File: config.mk
export PLATFORM = sky130hd
export DESIGN_NAME = hex_ascii_parser
export DESIGN_NICKNAME = d
export VERILOG_FILES = /design/src/rtl/hex_ascii_parser.sv
export SDC_FILE = /design/constraint.sdc
export NUM_CORES = 1
export LEC_CHECK = 0
export BUFFER_PORTS_ARGS = -buffer_cell sky130_fd_sc_hd__buf_2
export CAP_MARGIN = 20
export CORE_UTILIZATION = 50
export DETAILED_ROUTE_END_ITERATION = 7
export HOLD_SLACK_MARGIN = 0.06
export PLACE_DENSITY = 0.78
export SLEW_MARGIN = 0
export SYNTH_ARGS = -nofsm -noshare
export SYNTH_HDL_FRONTEND = slang
export SYNTH_SLANG_ARGS = --single-unit
export TNS_END_PERCENT = 1
File: constraint.sdc
create_clock -name clk -period 2.3 [get_ports clk]
set_input_delay 0.23 -clock clk [delete_from_list [all_inputs] [get_ports clk]]
set_output_delay 0.23 -clock clk [all_outputs]
set_load 0.03 [all_outputs]
File: src/rtl/hex_ascii_parser.sv
// hex_ascii_parser
//   Assembles a binary word from a stream of ASCII hex characters.
//   Digits ('0'-'9', 'A'-'F', 'a'-'f') are shifted in, most significant
//   first. CR/LF ends a partial word early, and the word comes out
//   right-justified. Any other character raises a one-cycle error pulse
//   and discards the partial word.
//
// Ports
//   clk          system clock, rising edge
//   rst          synchronous active-high reset
//   char_in      ASCII character
//   char_valid   char_in valid this cycle
//   char_ready   parser accepts a character (low while a word is pending)
//   word_out     assembled word, stable while word_valid is high
//   word_valid   word_out holds a completed word
//   word_ready   consumer accepts word_out
//   digit_count  digits collected for the current word
//   err_invalid  one-cycle pulse after an illegal character is accepted
module hex_ascii_parser #(
    parameter int NUM_DIGITS = 8,
    parameter int WORD_W     = 32
) (
    input  logic              clk,
    input  logic              rst,
    input  logic [7:0]        char_in,
    input  logic              char_valid,
    output logic              char_ready,
    output logic [WORD_W-1:0] word_out,
    output logic              word_valid,
    input  logic              word_ready,
    output logic [3:0]        digit_count,
    output logic              err_invalid
);

    typedef enum logic [1:0] {
        IDLE    = 2'd0,
        COLLECT = 2'd1,
        OUTPUT  = 2'd2
    } state_t;

    localparam logic [3:0] LAST_COUNT = 4'(NUM_DIGITS);

    state_t              state_q;
    logic [WORD_W-1:0]   shift_q;
    logic [WORD_W-1:0]   shift_d;
    logic [WORD_W-1:0]   word_q;
    logic                word_valid_q;
    logic                char_ready_q;
    logic [3:0]          cnt_q;
    logic [3:0]          cnt_d;
    logic                err_q;

    logic                is_digit;
    logic                is_term;
    logic [3:0]          nibble;

    // Character classification. Letters map via the low nibble:
    // 'A'/'a' have low nibble 1, so adding 9 yields 10.
    always_comb begin
        is_digit = 1'b0;
        is_term  = 1'b0;
        nibble   = '0;
        if (char_in >= 8'h30 && char_in <= 8'h39) begin
            is_digit = 1'b1;
            nibble   = char_in[3:0];
        end else if ((char_in >= 8'h41 && char_in <= 8'h46) ||
                     (char_in >= 8'h61 && char_in <= 8'h66)) begin
            is_digit = 1'b1;
            nibble   = char_in[3:0] + 4'd9;
        end else if (char_in == 8'h0A || char_in == 8'h0D) begin
            is_term  = 1'b1;
        end
    end

    // Shift form works for any NUM_DIGITS, including a single digit.
    always_comb begin
        shift_d = (shift_q << 4) | WORD_W'(nibble);
        cnt_d   = cnt_q + 4'd1;
    end

    always_ff @(posedge clk) begin
        if (rst) begin
            state_q      <= IDLE;
            shift_q      <= '0;
            word_q       <= '0;
            word_valid_q <= 1'b0;
            char_ready_q <= 1'b1;
            cnt_q        <= '0;
            err_q        <= 1'b0;
        end else begin
            err_q <= 1'b0;
            case (state_q)
                IDLE, COLLECT: begin
                    if (char_valid) begin
                        if (is_digit) begin
                            shift_q <= shift_d;
                            cnt_q   <= cnt_d;
                            if (cnt_d == LAST_COUNT) begin
                                word_q       <= shift_d;
                                word_valid_q <= 1'b1;
                                char_ready_q <= 1'b0;
                                state_q      <= OUTPUT;
                            end else begin
                                state_q <= COLLECT;
                            end
                        end else if (is_term) begin
                            // A terminator in IDLE has nothing to flush.
                            if (state_q == COLLECT) begin
                                word_q       <= shift_q;
                                word_valid_q <= 1'b1;
                                char_ready_q <= 1'b0;
                                state_q      <= OUTPUT;
                            end
                        end else begin
                            err_q   <= 1'b1;
                            shift_q <= '0;
                            cnt_q   <= '0;
                            state_q <= IDLE;
                        end
                    end
                end
                OUTPUT: begin
                    if (word_ready) begin
                        word_valid_q <= 1'b0;
                        char_ready_q <= 1'b1;
                        shift_q      <= '0;
                        cnt_q        <= '0;
                        state_q      <= IDLE;
                    end
                end
                default: begin
                    word_valid_q <= 1'b0;
                    char_ready_q <= 1'b1;
                    shift_q      <= '0;
                    cnt_q        <= '0;
                    state_q      <= IDLE;
                end
            endcase
        end
    end

    assign char_ready  = char_ready_q;
    assign word_out    = word_q;
    assign word_valid  = word_valid_q;
    assign digit_count = cnt_q;
    assign err_invalid = err_q;

endmodule
==> out/results.ini <==
[place]
hpwl_microns = 5710
io_buffers = 50
placed_cells = 487
place_congestion = 0.874
pre_cts_ws_ps = 117

[route]
avgViaCountPerCell = 6.59
initialDrtViolationCount = 274
met1_length_microns = 3930
routed_wl_microns = 8980
final_antenna_net_count = 0
wl_per_cell_microns = 17.8
vias = 3314
drc = 0
wl_met2_microns = 4270
firstDrtPassIters = 7
topRoutingLayerUsed = met4
wl_met3_microns = 619

[cts]
insertion_delay_ps = 350
numCtsBuffers = 9
post_cts_buffers = 0
tritoncts = yes
clk_pin_slew_ps = 80
clock-root-buffer = clkbuf_8
htreeDepth = 3
cts.sinks = 73
clock_path_buffers = 2

[final_layout]
fill_cells = 619
final_common_cell = dfxtp_1
nets = 436
drive_gt1_frac = 0.227
finalNonFillerCells = 503
area_delta_synth_final_pct = 15.4
insertedDiodeCount = 0
final_cell_mix = 72 x dfxtp_1, 50 x buf_2, 33 x nand3_1, 33 x nor2_1, 32 x a22oi_1

[global_route]
grtUsageTotal = 0.248
gr-total-overflow = 0
grt_pass1_vias = 2898
grt_start_max_net_pins = 38
grt_first_pass_wirelength_microns = 14300
antenna_found_initial = 0

[synth]
syn-mean-instance-area_sq_um = 9.22
yosys_warnings = 0
syn_inst = 377
synth_top_family_by_area = compound AO/OA/AOI/OAI gates
synth.mux.area_fraction = 0.0158
synthAdderAreaFrac = 0.0216
synth-simple-area-share = 0.146
synth_xor_xnor_area_share = 0
ys_ff_latch = 73
synth_cell_types = 47
syn_area_sq_um = 3480
syn-num-nets = 395
synth-compound-area-share = 0.332
ys_seq_area_frac = 0.420

[worst_setup_path]
r2r_slack_ps = 130
crit_arrival_ps = 2420
path_cells = ha_1 > or4bb_1 > a22oi_1 > buf_4 > o2111ai_1 > o211a_1
crit_start = digit_count[1]$_SDFFE_PP0P_
critPathSlowestCell = or4bb_1
cp-start-kind = flip-flop
slowest_delay_ps = 550
reg2reg_to = word_out[21]$_SDFFE_PP0P_
critPathMaxFanout = 14
crit_path_end = word_out[21]$_SDFFE_PP0P_
worst-setup-path-type = reg -> reg
r2r_start = digit_count[1]$_SDFFE_PP0P_
end_kind = flip-flop
critPathRequiredTime_ps = 2550
reg2reg_depth = 6

[sta]
fin_skew_ps = 9.57
slew_headroom = 0.663
finalHoldViolCount = 0
maxSlewViolCount = 0
worst_pin_slew_ps = 503
max_freq_mhz = 460
worst_slack_ps = 128
fin_crit_sh = 0.944
period_needed_ps = 2170
setup_violations = 0

[floorplanning]
start_util = 0.515
die_w_microns = 85.4
io_pins = 51
chipHeight_microns = 85.4
die_area_sq_um = 7290
core_region_area_sq_um = 6760
placementRows = 30

[power_and_ir_drop]
p_leak_uw = 0.00185
ir_worst_vdd_mv = 0.360
p_per_area_nw_per_um2 = 609

[worst_hold_path]
min_path_cells = 3
hold_class = in -> reg

[job]
cap_violations = 0

[run_status]
status = completed

-- critical path: cells and delay by family (launching register included) --
| kind | cells | cell delay, ps |
|---|---|---|
| flip-flops | 1 | 430 |
| AO/OA/AOI/OAI | 3 | 610 |
| AND/OR/NAND/NOR | 1 | 550 |
| buffers and inverters | 1 | 270 |
| adder cells (fa/ha/maj) | 1 | 210 |
-- through the flow --
step	utilization	TNS [ps]	hold WS (ps)	area (sq um)	total power [uW]
6_report	0.594	0	297	4010	2440
5_1_grt	0.594	-0.00933	305	4010	2530
4_1_cts	0.593	0	285	4010	2460
3_5_place_dp	0.563	0	447	3800	1450
3_3_place_gp	0.563	0	442	3800	1440
2_1_floorplan	-	0	454	3480	1390
-- layout make-up --
cell class	instances	area [sq um]	area share
Sequential cell	73	1460	0.364
Clock buffer	9	124	0.0309
Inverter	4	15.0	0.00374
Tap cell	80	100	0.0249
Clock inverter	7	78.8	0.0196
Multi-Input combinational cell	259	1810	0.450
Timing Repair Buffer	71	428	0.107
-- logic make-up (layout without fill, tap and decap cells) --
family | count (synthesis) | count (layout)
simple gates | 97 | 97
mux | 5 | 5
fa+ha+maj | 6 | 6
flops | 73 | 73
compound gates | 151 | 151
buf+inv | 45 | 91
-- sequential cells by signal, summed over array words and instances, names as in the netlist --
register	cells
word_out	32
shift_q	32
digit_count	4
err_invalid	1
word_valid	1
state_q	2
char_ready	1
-- report_power, final --
group	switching, uW	leakage [uW]	internal, uW
logic	104	0.00116	46.1
registers	3.50	0.000589	1270
clock network	511	0.0000977	512
-- per-layer routing --
| metal | vias to the layer above | global-route usage |
|---|---|---|
| met5 | - | 0 |
| met1 | 1599 | 0.333 |
| met3 | 17 | 0.0389 |
| met2 | 170 | 0.404 |
| met4 | 0 | 0.0939 |
| li1 | 1528 | - |
-- synthesized netlist by cell type (all sizes together) --
cell / number / area, sq um
a21o: 1 / 7.51
clkinv: 1 / 3.75
o21ai: 35 / 175
a22o: 1 / 8.76
a211oi: 2 / 20.0
dfxtp: 73 / 1460
ha: 6 / 75.1
nor4: 1 / 6.26
a21oi: 10 / 61.3
a22oi: 32 / 240
clkbuf: 23 / 86.3
mux2i: 4 / 40.0
o211ai: 1 / 7.51
o221ai: 1 / 8.76
nand2: 10 / 37.5
o211a: 30 / 300
buf: 18 / 119
or4bb: 1 / 11.3
o2bb2ai: 1 / 8.76
nand3: 34 / 175
o21a: 2 / 15.0
mux2: 1 / 15.0
nand4bb: 1 / 27.5
nor4b: 1 / 23.8
o21bai: 1 / 7.51
and2: 3 / 18.8
o2111ai: 31 / 272
or3b: 1 / 8.76
nor2b: 1 / 6.26
nand2b: 2 / 12.5
a31o: 1 / 8.76
inv: 3 / 11.3
nor2: 33 / 124
nor3: 2 / 10.0
nand3b: 1 / 7.51
a21boi: 2 / 15.0
and3: 2 / 12.5
and3b: 1 / 8.76
or3: 3 / 18.8
-- how the worst min path moves through the flow --
stage                            startpoint  slack (ps)                 endpoint
floorplan           shift_q[3]$_SDFFE_PP0P_         450  shift_q[3]$_SDFFE_PP0P_
global placement    char_ready$_SDFFE_PP1P_         440  char_ready$_SDFFE_PP1P_
detailed placement  char_ready$_SDFFE_PP1P_         450  char_ready$_SDFFE_PP1P_
CTS                              char_valid         280  state_q[1]$_SDFFE_PP0P_
global route                     char_valid         310  state_q[1]$_SDFFE_PP0P_
finish                           char_valid         300  state_q[1]$_SDFFE_PP0P_
-- timing repair --
item,in CTS,in global routing
hold buffers,0,0
endpoints found under the setup margin,0,5
gates resized for setup,0,3
Power figures use the tool's default switching activity.
